## src/rtl/multdiv_unit.sv

```systemverilog
// Multicycle signed 32-bit multiply/divide unit: one shift-add or restoring-divide
// step per clock, with a pipeline stall while an operation is in flight.
module multdiv_unit (
  input  logic        clock,
  input  logic        reset,
  input  logic        ctrl_MULT,
  input  logic        ctrl_DIV,
  input  logic [31:0] data_operandA,
  input  logic [31:0] data_operandB,
  output logic [31:0] data_result,
  output logic        data_exception,
  output logic        data_resultRDY,
  output logic        stall
);

  typedef enum logic [1:0] {IDLE, MULT, DIV, DONE} state_t;

  state_t      state_q, state_d;
  logic [5:0]  cnt_q, cnt_d;
  logic [31:0] magA_q, magA_d;
  logic [31:0] magB_q, magB_d;
  logic        sign_q, sign_d;
  logic        bZero_q, bZero_d;
  logic        aMin_q, aMin_d;
  logic        bNeg1_q, bNeg1_d;
  logic [63:0] acc_q, acc_d;
  logic [31:0] result_q, result_d;
  logic        exc_q, exc_d;
  logic        rdy_q, rdy_d;

  logic        startReq;
  logic [31:0] absA, absB;
  logic [32:0] mulSum;
  logic [63:0] mulNext;
  logic [63:0] prodSigned;
  logic [32:0] divRem;
  logic        divFits;
  logic [31:0] divSub;
  logic [63:0] divNext;
  logic [31:0] quot;
  logic        lastIter;

  assign startReq = ((state_q == IDLE) || (state_q == DONE)) && (ctrl_MULT || ctrl_DIV);
  assign absA     = data_operandA[31] ? (32'd0 - data_operandA) : data_operandA;
  assign absB     = data_operandB[31] ? (32'd0 - data_operandB) : data_operandB;
  assign lastIter = (cnt_q == 6'd31);

  // Multiply: accumulator high half gathers partial sums, low half holds the unconsumed multiplier bits.
  assign mulSum     = {1'b0, acc_q[63:32]} + (acc_q[0] ? {1'b0, magA_q} : 33'd0);
  assign mulNext    = {mulSum, acc_q[31:1]};
  assign prodSigned = sign_q ? (64'd0 - mulNext) : mulNext;

  // Divide: partial remainder in the high half, dividend shifting out / quotient shifting in below.
  assign divRem  = acc_q[63:31];
  assign divFits = (divRem >= {1'b0, magB_q});
  assign divSub  = divRem[31:0] - magB_q;
  assign divNext = divFits ? {divSub, acc_q[30:0], 1'b1}
                           : {divRem[31:0], acc_q[30:0], 1'b0};
  assign quot    = sign_q ? (32'd0 - divNext[31:0]) : divNext[31:0];

  always_comb begin
    state_d  = state_q;
    cnt_d    = cnt_q;
    magA_d   = magA_q;
    magB_d   = magB_q;
    sign_d   = sign_q;
    bZero_d  = bZero_q;
    aMin_d   = aMin_q;
    bNeg1_d  = bNeg1_q;
    acc_d    = acc_q;
    result_d = result_q;
    exc_d    = exc_q;
    rdy_d    = 1'b0;

    case (state_q)
      IDLE, DONE: begin
        state_d = IDLE;
        if (startReq) begin
          magA_d  = absA;
          magB_d  = absB;
          sign_d  = data_operandA[31] ^ data_operandB[31];
          bZero_d = (data_operandB == 32'd0);
          aMin_d  = (data_operandA == 32'h8000_0000);
          bNeg1_d = (data_operandB == 32'hFFFF_FFFF);
          cnt_d   = 6'd0;
          if (ctrl_MULT) begin
            state_d = MULT;
            acc_d   = {32'd0, absB};
          end else if (data_operandB == 32'd0) begin
            // Divide by zero completes without iterating.
            state_d  = DONE;
            result_d = 32'd0;
            exc_d    = 1'b1;
            rdy_d    = 1'b1;
          end else begin
            state_d = DIV;
            acc_d   = {32'd0, absA};
          end
        end
      end
      MULT: begin
        acc_d = mulNext;
        cnt_d = cnt_q + 6'd1;
        if (lastIter) begin
          state_d  = DONE;
          rdy_d    = 1'b1;
          result_d = prodSigned[31:0];
          exc_d    = !((&prodSigned[63:31]) || !(|prodSigned[63:31]));
        end
      end
      DIV: begin
        acc_d = divNext;
        cnt_d = cnt_q + 6'd1;
        if (lastIter) begin
          state_d  = DONE;
          rdy_d    = 1'b1;
          result_d = quot;
          exc_d    = bZero_q || (aMin_q && bNeg1_q);
        end
      end
      default: state_d = IDLE;
    endcase
  end

  always_ff @(posedge clock or negedge reset) begin
    if (!reset) begin
      state_q  <= IDLE;
      cnt_q    <= 6'd0;
      magA_q   <= 32'd0;
      magB_q   <= 32'd0;
      sign_q   <= 1'b0;
      bZero_q  <= 1'b0;
      aMin_q   <= 1'b0;
      bNeg1_q  <= 1'b0;
      acc_q    <= 64'd0;
      result_q <= 32'd0;
      exc_q    <= 1'b0;
      rdy_q    <= 1'b0;
    end else begin
      state_q  <= state_d;
      cnt_q    <= cnt_d;
      magA_q   <= magA_d;
      magB_q   <= magB_d;
      sign_q   <= sign_d;
      bZero_q  <= bZero_d;
      aMin_q   <= aMin_d;
      bNeg1_q  <= bNeg1_d;
      acc_q    <= acc_d;
      result_q <= result_d;
      exc_q    <= exc_d;
      rdy_q    <= rdy_d;
    end
  end

  assign data_result    = result_q;
  assign data_exception = exc_q;
  assign data_resultRDY = rdy_q;
  assign stall          = (state_q == MULT) || (state_q == DIV);

endmodule

```

## config.mk

```make
export PLATFORM = sky130hd
export DESIGN_NAME = multdiv_unit
export DESIGN_NICKNAME = d
export VERILOG_FILES = /design/src/rtl/multdiv_unit.sv
export SDC_FILE = /design/constraint.sdc
export NUM_CORES = 1
export LEC_CHECK = 0
export ABC_AREA = 1
export CAP_MARGIN = 30
export CORE_MARGIN = 2
export CORE_UTILIZATION = 50
export DETAILED_ROUTE_END_ITERATION = 7
export GPL_TIMING_DRIVEN = 0
export PLACE_DENSITY = 0.76
export SYNTH_ARGS = -nofsm -noshare
export SYNTH_HDL_FRONTEND = slang
export SYNTH_SLANG_ARGS = --single-unit
```

## constraint.sdc

```tcl
create_clock -name clock -period 5 [get_ports clock]
set_clock_uncertainty 0.05 [all_clocks]
set_input_delay 0.5 -clock clock [delete_from_list [all_inputs] [get_ports clock]]
set_output_delay 0.5 -clock clock [all_outputs]
set_load 0.02 [all_outputs]
```

; ---- Yosys cells after proc, flatten, opt, wreduce, memory -nomap -nowiden
; Index checks and enable logic that the tools add are counted.
[totals]
wordCells = 86
out_inout_bits = 35
ff_bits = 174
inputBits = 68
[op_classes]
n_addsub = 7
magnitude_cmp = 1
n_bitwise = 1
n_reduce_logical = 18
n_mux = 34
eq_ne = 13
[op_table]
columns = operator, count
row1 = $mux W64, 5
row2 = $mux W32, 9
row3 = $pmux W64 S3, 1
row4 = $pmux W32 S3, 1
row5 = $sub A1 B32 Y32 const A, 3
row6 = $eq A32 B32 Y1 const B, 2
row7 = $sub A1 B64 Y64 const A, 1
row8 = $add A32 B32 Y33, 1
row9 = $ge A33 B32 Y1, 1
row10 = $reduce_and A33 Y1, 1
row11 = $reduce_or A33 Y1, 1
row12 = $logic_not A32 Y1, 1
row13 = $sub A32 B32 Y32, 1
row14 = $pmux W6 S2, 1
row15 = $mux W1, 10
row16 = $ne A2 B2 Y1 const B, 5
row17 = $add A6 B1 Y6 const B, 1
row18 = $eq A6 B5 Y1 const B, 1
row19 = $mux W2, 3
row20 = $mux W6, 1
row21 = $logic_or A1 B1 Y1, 5
row22 = $reduce_and A5 Y1, 1
row23 = $eq A2 B2 Y1 const B, 2
row24 = $pmux W2 S2, 1
row25 = 11 further kinds, 15

; ---- Depth between registers and ports, before layout
[depth]
word_depth = 10
mapped_depth = 30
depth_no_buf = 28

; ---- Worst setup path after synthesis
; No wires, ideal clock.
[synth_timing]
kind = flip-flop to flip-flop
startpoint = reg acc_q[0]
endpoint = reg exc_q, in the netlist data_exception
arrival_ns = 3.149
t_required_ns = 4.830
path_slack_ns = 1.681
period_less_slack_ns = 3.319
n_path_buf = 2
setup_time_ns = 0.120
path_stages_with_launch = 29
cell_sequence = dfrtp_1 clkbuf_1 clkbuf_1 nand2_1 inv_1 ha_1 fa_1 nand2_1 nand2_1 nand3_1 nand2_1 nand2_1 nand2_1 nor2_2 inv_1 nor2_1 nand2_1 nor2_2 nand2_1 nand2_2 nand2_1 nand2_1 nand2_1 a21oi_2 nand2_1 nor2_1 nand3_1 nand3_2 a21oi_2
[synth_via]
elab_chain_len = 10
elab_cells_between_ends = 11
cone_classes = add/sub (2) / mux (4) / reduce/logical (5)
[synth_lines]
columns = item, line
row1 = "start, declared", 26  ; logic [63:0] acc_q, acc_d;
row2 = "start signal, assigned", 135  ; acc_q <= 64'd0;
row3 = "start signal, assigned", 148  ; acc_q <= acc_d;
row4 = $mux W32 *, 49  ; assign mulSum = {1'b0, acc_q[63:32]} + (acc_q[0] ? {1'b0, magA_q} : 33'd0);
row5 = $add A32 B32 Y33 *, 49
row6 = $sub A1 B64 Y64, 51  ; assign prodSigned = sign_q ? (64'd0 - mulNext) : mulNext;
row7 = $mux W64 *, 51
row8 = $reduce_or A33 Y1, 108  ; exc_d = !((&prodSigned[63:31]) || !(|prodSigned[63:31]));
row9 = $logic_not A1 Y1, 108
row10 = $logic_or A1 B1 Y1 *, 108
row11 = $logic_not A1 Y1 *, 108
row12 = $mux W1 *, 104  ; if (lastIter) begin
row13 = $pmux W1 S3 *, 75  ; case (state_q)
row14 = "end signal, assigned", 137  ; exc_q <= 1'b0;
row15 = "end signal, assigned", 150  ; exc_q <= exc_d;
row16 = "end, declared", 28  ; logic exc_q, exc_d;
; Mark *: on every way between the ends. The rest lies on a longest branch, timed or not. The select of a mux whose other input is x is not followed.
; A chain may end at the register's enable or synchronous reset.

; ---- Worst setup path after layout
; Same ends and word-level chain as after synthesis.

==> flow_summary.yaml <==
drt:
  routedWlPerCell_um: 21.7
  dr.pass1.iters: 7
  drtAntennaViolNets: 0
  drc: 0
  drt_iter0_markers: 2476
  vias: 20546
  routed_wl_mm: 75.4
  vias_per_cell: 5.90
placement:
  portBuffers: 101
  preCtsSetupSlack_ps: 504
  gp_congestion: 1.04
  place_area_sq_um: 19100
  place.detailed.hpwl_mm: 62.1
logic_synthesis:
  seq_area_frac_synth: 0.250
  synth_edf_count: 0
  synthCells: 2889
  ys_async_sr_fraction: 1.00
  netlist_area_sq_um: 17400
  synth.avg_cell_area_sq_um: 6.03
  ys_warn_count: 0
  synth_top_flop_cell: "dfrtp_1"
  syn_nets: 3031
  synth_seq_cells: 174
  synth_cell_type_count: 54
pwr:
  pwr-share-comb: 0.717
  internal_power_mw: 5.56
  p_total_mw: 14.0
  peakVddDrop_v: 0.000363
  switching_share: 0.604
  p_per_area_nw_per_um2: 713
  clkPwrFrac: 0.098
  switchingPower_mw: 8.46
  p_leak_nw: 10.1
  seqPwrFrac: 0.185
sta:
  fmax_mhz: 209
  slew_headroom: 0.333
  hold_viol_final: 0
  drv_slew: 0
  rsz0062_at_grt: "no"
  fin_ws_ps: 205
  tns_ps: 0
  worst_pin_slew_ps: 1000
  whs_ps: 432
  period_minus_slack_ps: 4790
  period_share: 0.959
  setup_violations: 0
hold_path:
  hp-start: "data_result[17]"
  hold_path_depth: 2
  hold_path.class: "register to register"
  min_to: "data_result[17]"
clock_tree:
  cts_buffers: 17
  cts_resized: 0
  cts_setup_buffers: 0
  cts_max_path_buffers: 2
  root_buffer: "clkbuf_16"
  holdBufCountCts: 1
  htreeDepth: 4
  tritoncts: "done"
  clock_latency_ps: 460
  clk_pin_slew_worst_paths_ps: 80
  cts.sinks: 174
worst_setup_path:
  r2r_end: "data_exception"
  regToRegSetupSlack_ps: 210
  path_buf_inv: 5
  cp-end-kind: "register"
  crit_slowest_cell: "nor3_1"
  path_class: "register to register"
  cp_max_fo: 10
  critPathArrivalTime_ps: 5130
  crit_top_cell: "nand2_1"
  cp_top_family: "simple AND/OR/NAND/NOR gates"
  rr_worst_depth: 26
  required_ps: 5340
  r2r_start: "acc_q[0]"
  critPathLaunchType: "register"
  max_stage_delay_ps: 510
die:
  pin_count: 103
  die_area_sq_um: 36400
  die_x_um: 191
  std_cell_rows: 68
  placeableCoreArea_sq_um: 34500
  die_h_um: 191
  start_util: 0.506
flow_run:
  maxCapViolations: 0
global_routing:
  grt_overflow: 0
  grt_pass1_wl_mm: 114
  track_usage: 0.421
  grt_max_degree: 122
  grt_pass1_vias: 19280
  antenna_found_initial: 1
status:
  status: "finished clean"
final_layout:
  syn_to_final_growth_pct: 12.8
  nNetsFinal: 3155
  drive_above_1_share: 0.0479
  final_area_sq_um: 19700
-- logic make-up after synthesis --
family,after synthesis,share of synthesized area
AND/OR/NAND/NOR,1543,0.371
adder cells (fa/ha/maj),74,0.0540
XOR/XNOR,89,0.0447
AO/OA/AOI/OAI,500,0.170
flip-flops,174,0.250
buffers and inverters,509,0.111
-- cell usage in the layout (no fill, tap or decap), types with 5 or more instances in the layout --
cell type        instances
xor2_1                  50
nor3_2                   8
xnor2_1                 39
clkbuf_1                70
a31oi_1                  8
a22o_1                  36
o21ai_0                208
nor4_1                   8
clkbuf_16               17
a41oi_1                 10
nand3_1                171
buf_2                    9
nand3_2                  7
ha_1                    72
o21ai_1                 15
and2_1                   5
o221ai_1                 6
nand2_1                937
nand4_1                 33
o22ai_1                 42
inv_2                   20
nand3b_1                16
inv_1                  390
a221oi_1                 6
o211ai_1                12
nand2_2                 24
inv_6                    5
nor3_1                  41
a22oi_1                  6
o31ai_1                  6
clkdlybuf4s50_1        100
o2111ai_1                7
buf_1                   14
nor2_1                 262
a21oi_1                111
nor2_2                  25
dfrtp_1                174
-- area by class of cell --
class | instances | area (sq um)
fillers | 3538 | 14800
multi-input cells | 2206 | 11200
flip-flops and latches | 174 | 4350
inverters | 415 | 1560
repair buffers | 105 | 1070
well taps | 455 | 569
clock buffers | 18 | 439
plain buffers | 94 | 368
clock inverters | 14 | 143
diodes | 1 | 2.50
-- synthesized netlist by cell type, drive strengths merged (10+ instances only) --
cell type / instances / area, sq um
a21oi: 115 / 591
a22o: 36 / 315
a41oi: 10 / 87.6
buf: 23 / 100
clkbuf: 71 / 268
dfrtp: 174 / 4350
ha: 72 / 901
inv: 411 / 1550
nand2: 961 / 3670
nand3: 178 / 926
nand3b: 16 / 120
nand4: 33 / 206
nor2: 289 / 1160
nor3: 49 / 285
o211ai: 12 / 90.1
o21ai: 226 / 1140
o22ai: 42 / 263
xnor2: 39 / 342
xor2: 50 / 438
-- power by group through the flow --
| stage | logic, mW | clock network (mW) | registers (mW) |
|---|---|---|---|
| 4_1_cts | 9.75 | 1.37 | 2.55 |
| 2_1_floorplan | 6.36 | 0 | 2.45 |
| 6_report | 10.1 | 1.37 | 2.59 |
| 3_5_place_dp | 9.69 | 0 | 2.57 |
| 5_1_grt | 10.9 | 1.42 | 2.62 |
| 3_3_place_gp | 9.54 | 0 | 2.56 |
-- through the flow --
| stage | util | instances |
|---|---|---|
| after global routing | 0.570 | 3481 |
| after detailed placement | 0.553 | 3448 |
| after CTS | 0.570 | 3481 |
| after floorplan | - | 2889 |
| after global placement | 0.552 | 3445 |
| final | 0.571 | 3482 |
-- routing by layer --
metal / GRT usage / vias to the layer above / share of wire
met4: 0.242 / 2 / 0.065
met1: 0.545 / 9540 / 0.40
met5: 0 / - / 0.00080
met2: 0.661 / 1182 / 0.44
li1: - / 9580 / -
met3: 0.0747 / 242 / 0.095
-- worst min-delay path: stages, from the launching register on --
cell,delay (ps)
dfrtp_1,350
nand2_1,50
nand2_1,50
-- how the worst max path moves through the flow --
stage,start,to,depth (start not counted)
2_1_floorplan,acc_q[0],data_exception,28
3_3_place_gp,reset,magB_q[29],1
3_5_place_dp,acc_q[33],data_result[22],20
4_1_cts,acc_q[33],data_result[22],20
5_1_grt,acc_q[0],data_exception,25
6_report,acc_q[0],data_exception,26
-- sequential cells by signal (all words and copies together), names as in the netlist --
register and count:
aMin_q 1, magA_q 32, data_resultRDY 1, state_q 2, bNeg1_q 1, sign_q 1
acc_q 64, data_result 32, magB_q 32, cnt_q 6, bZero_q 1, data_exception 1
Note: power is estimated with default switching activity, not from simulation.
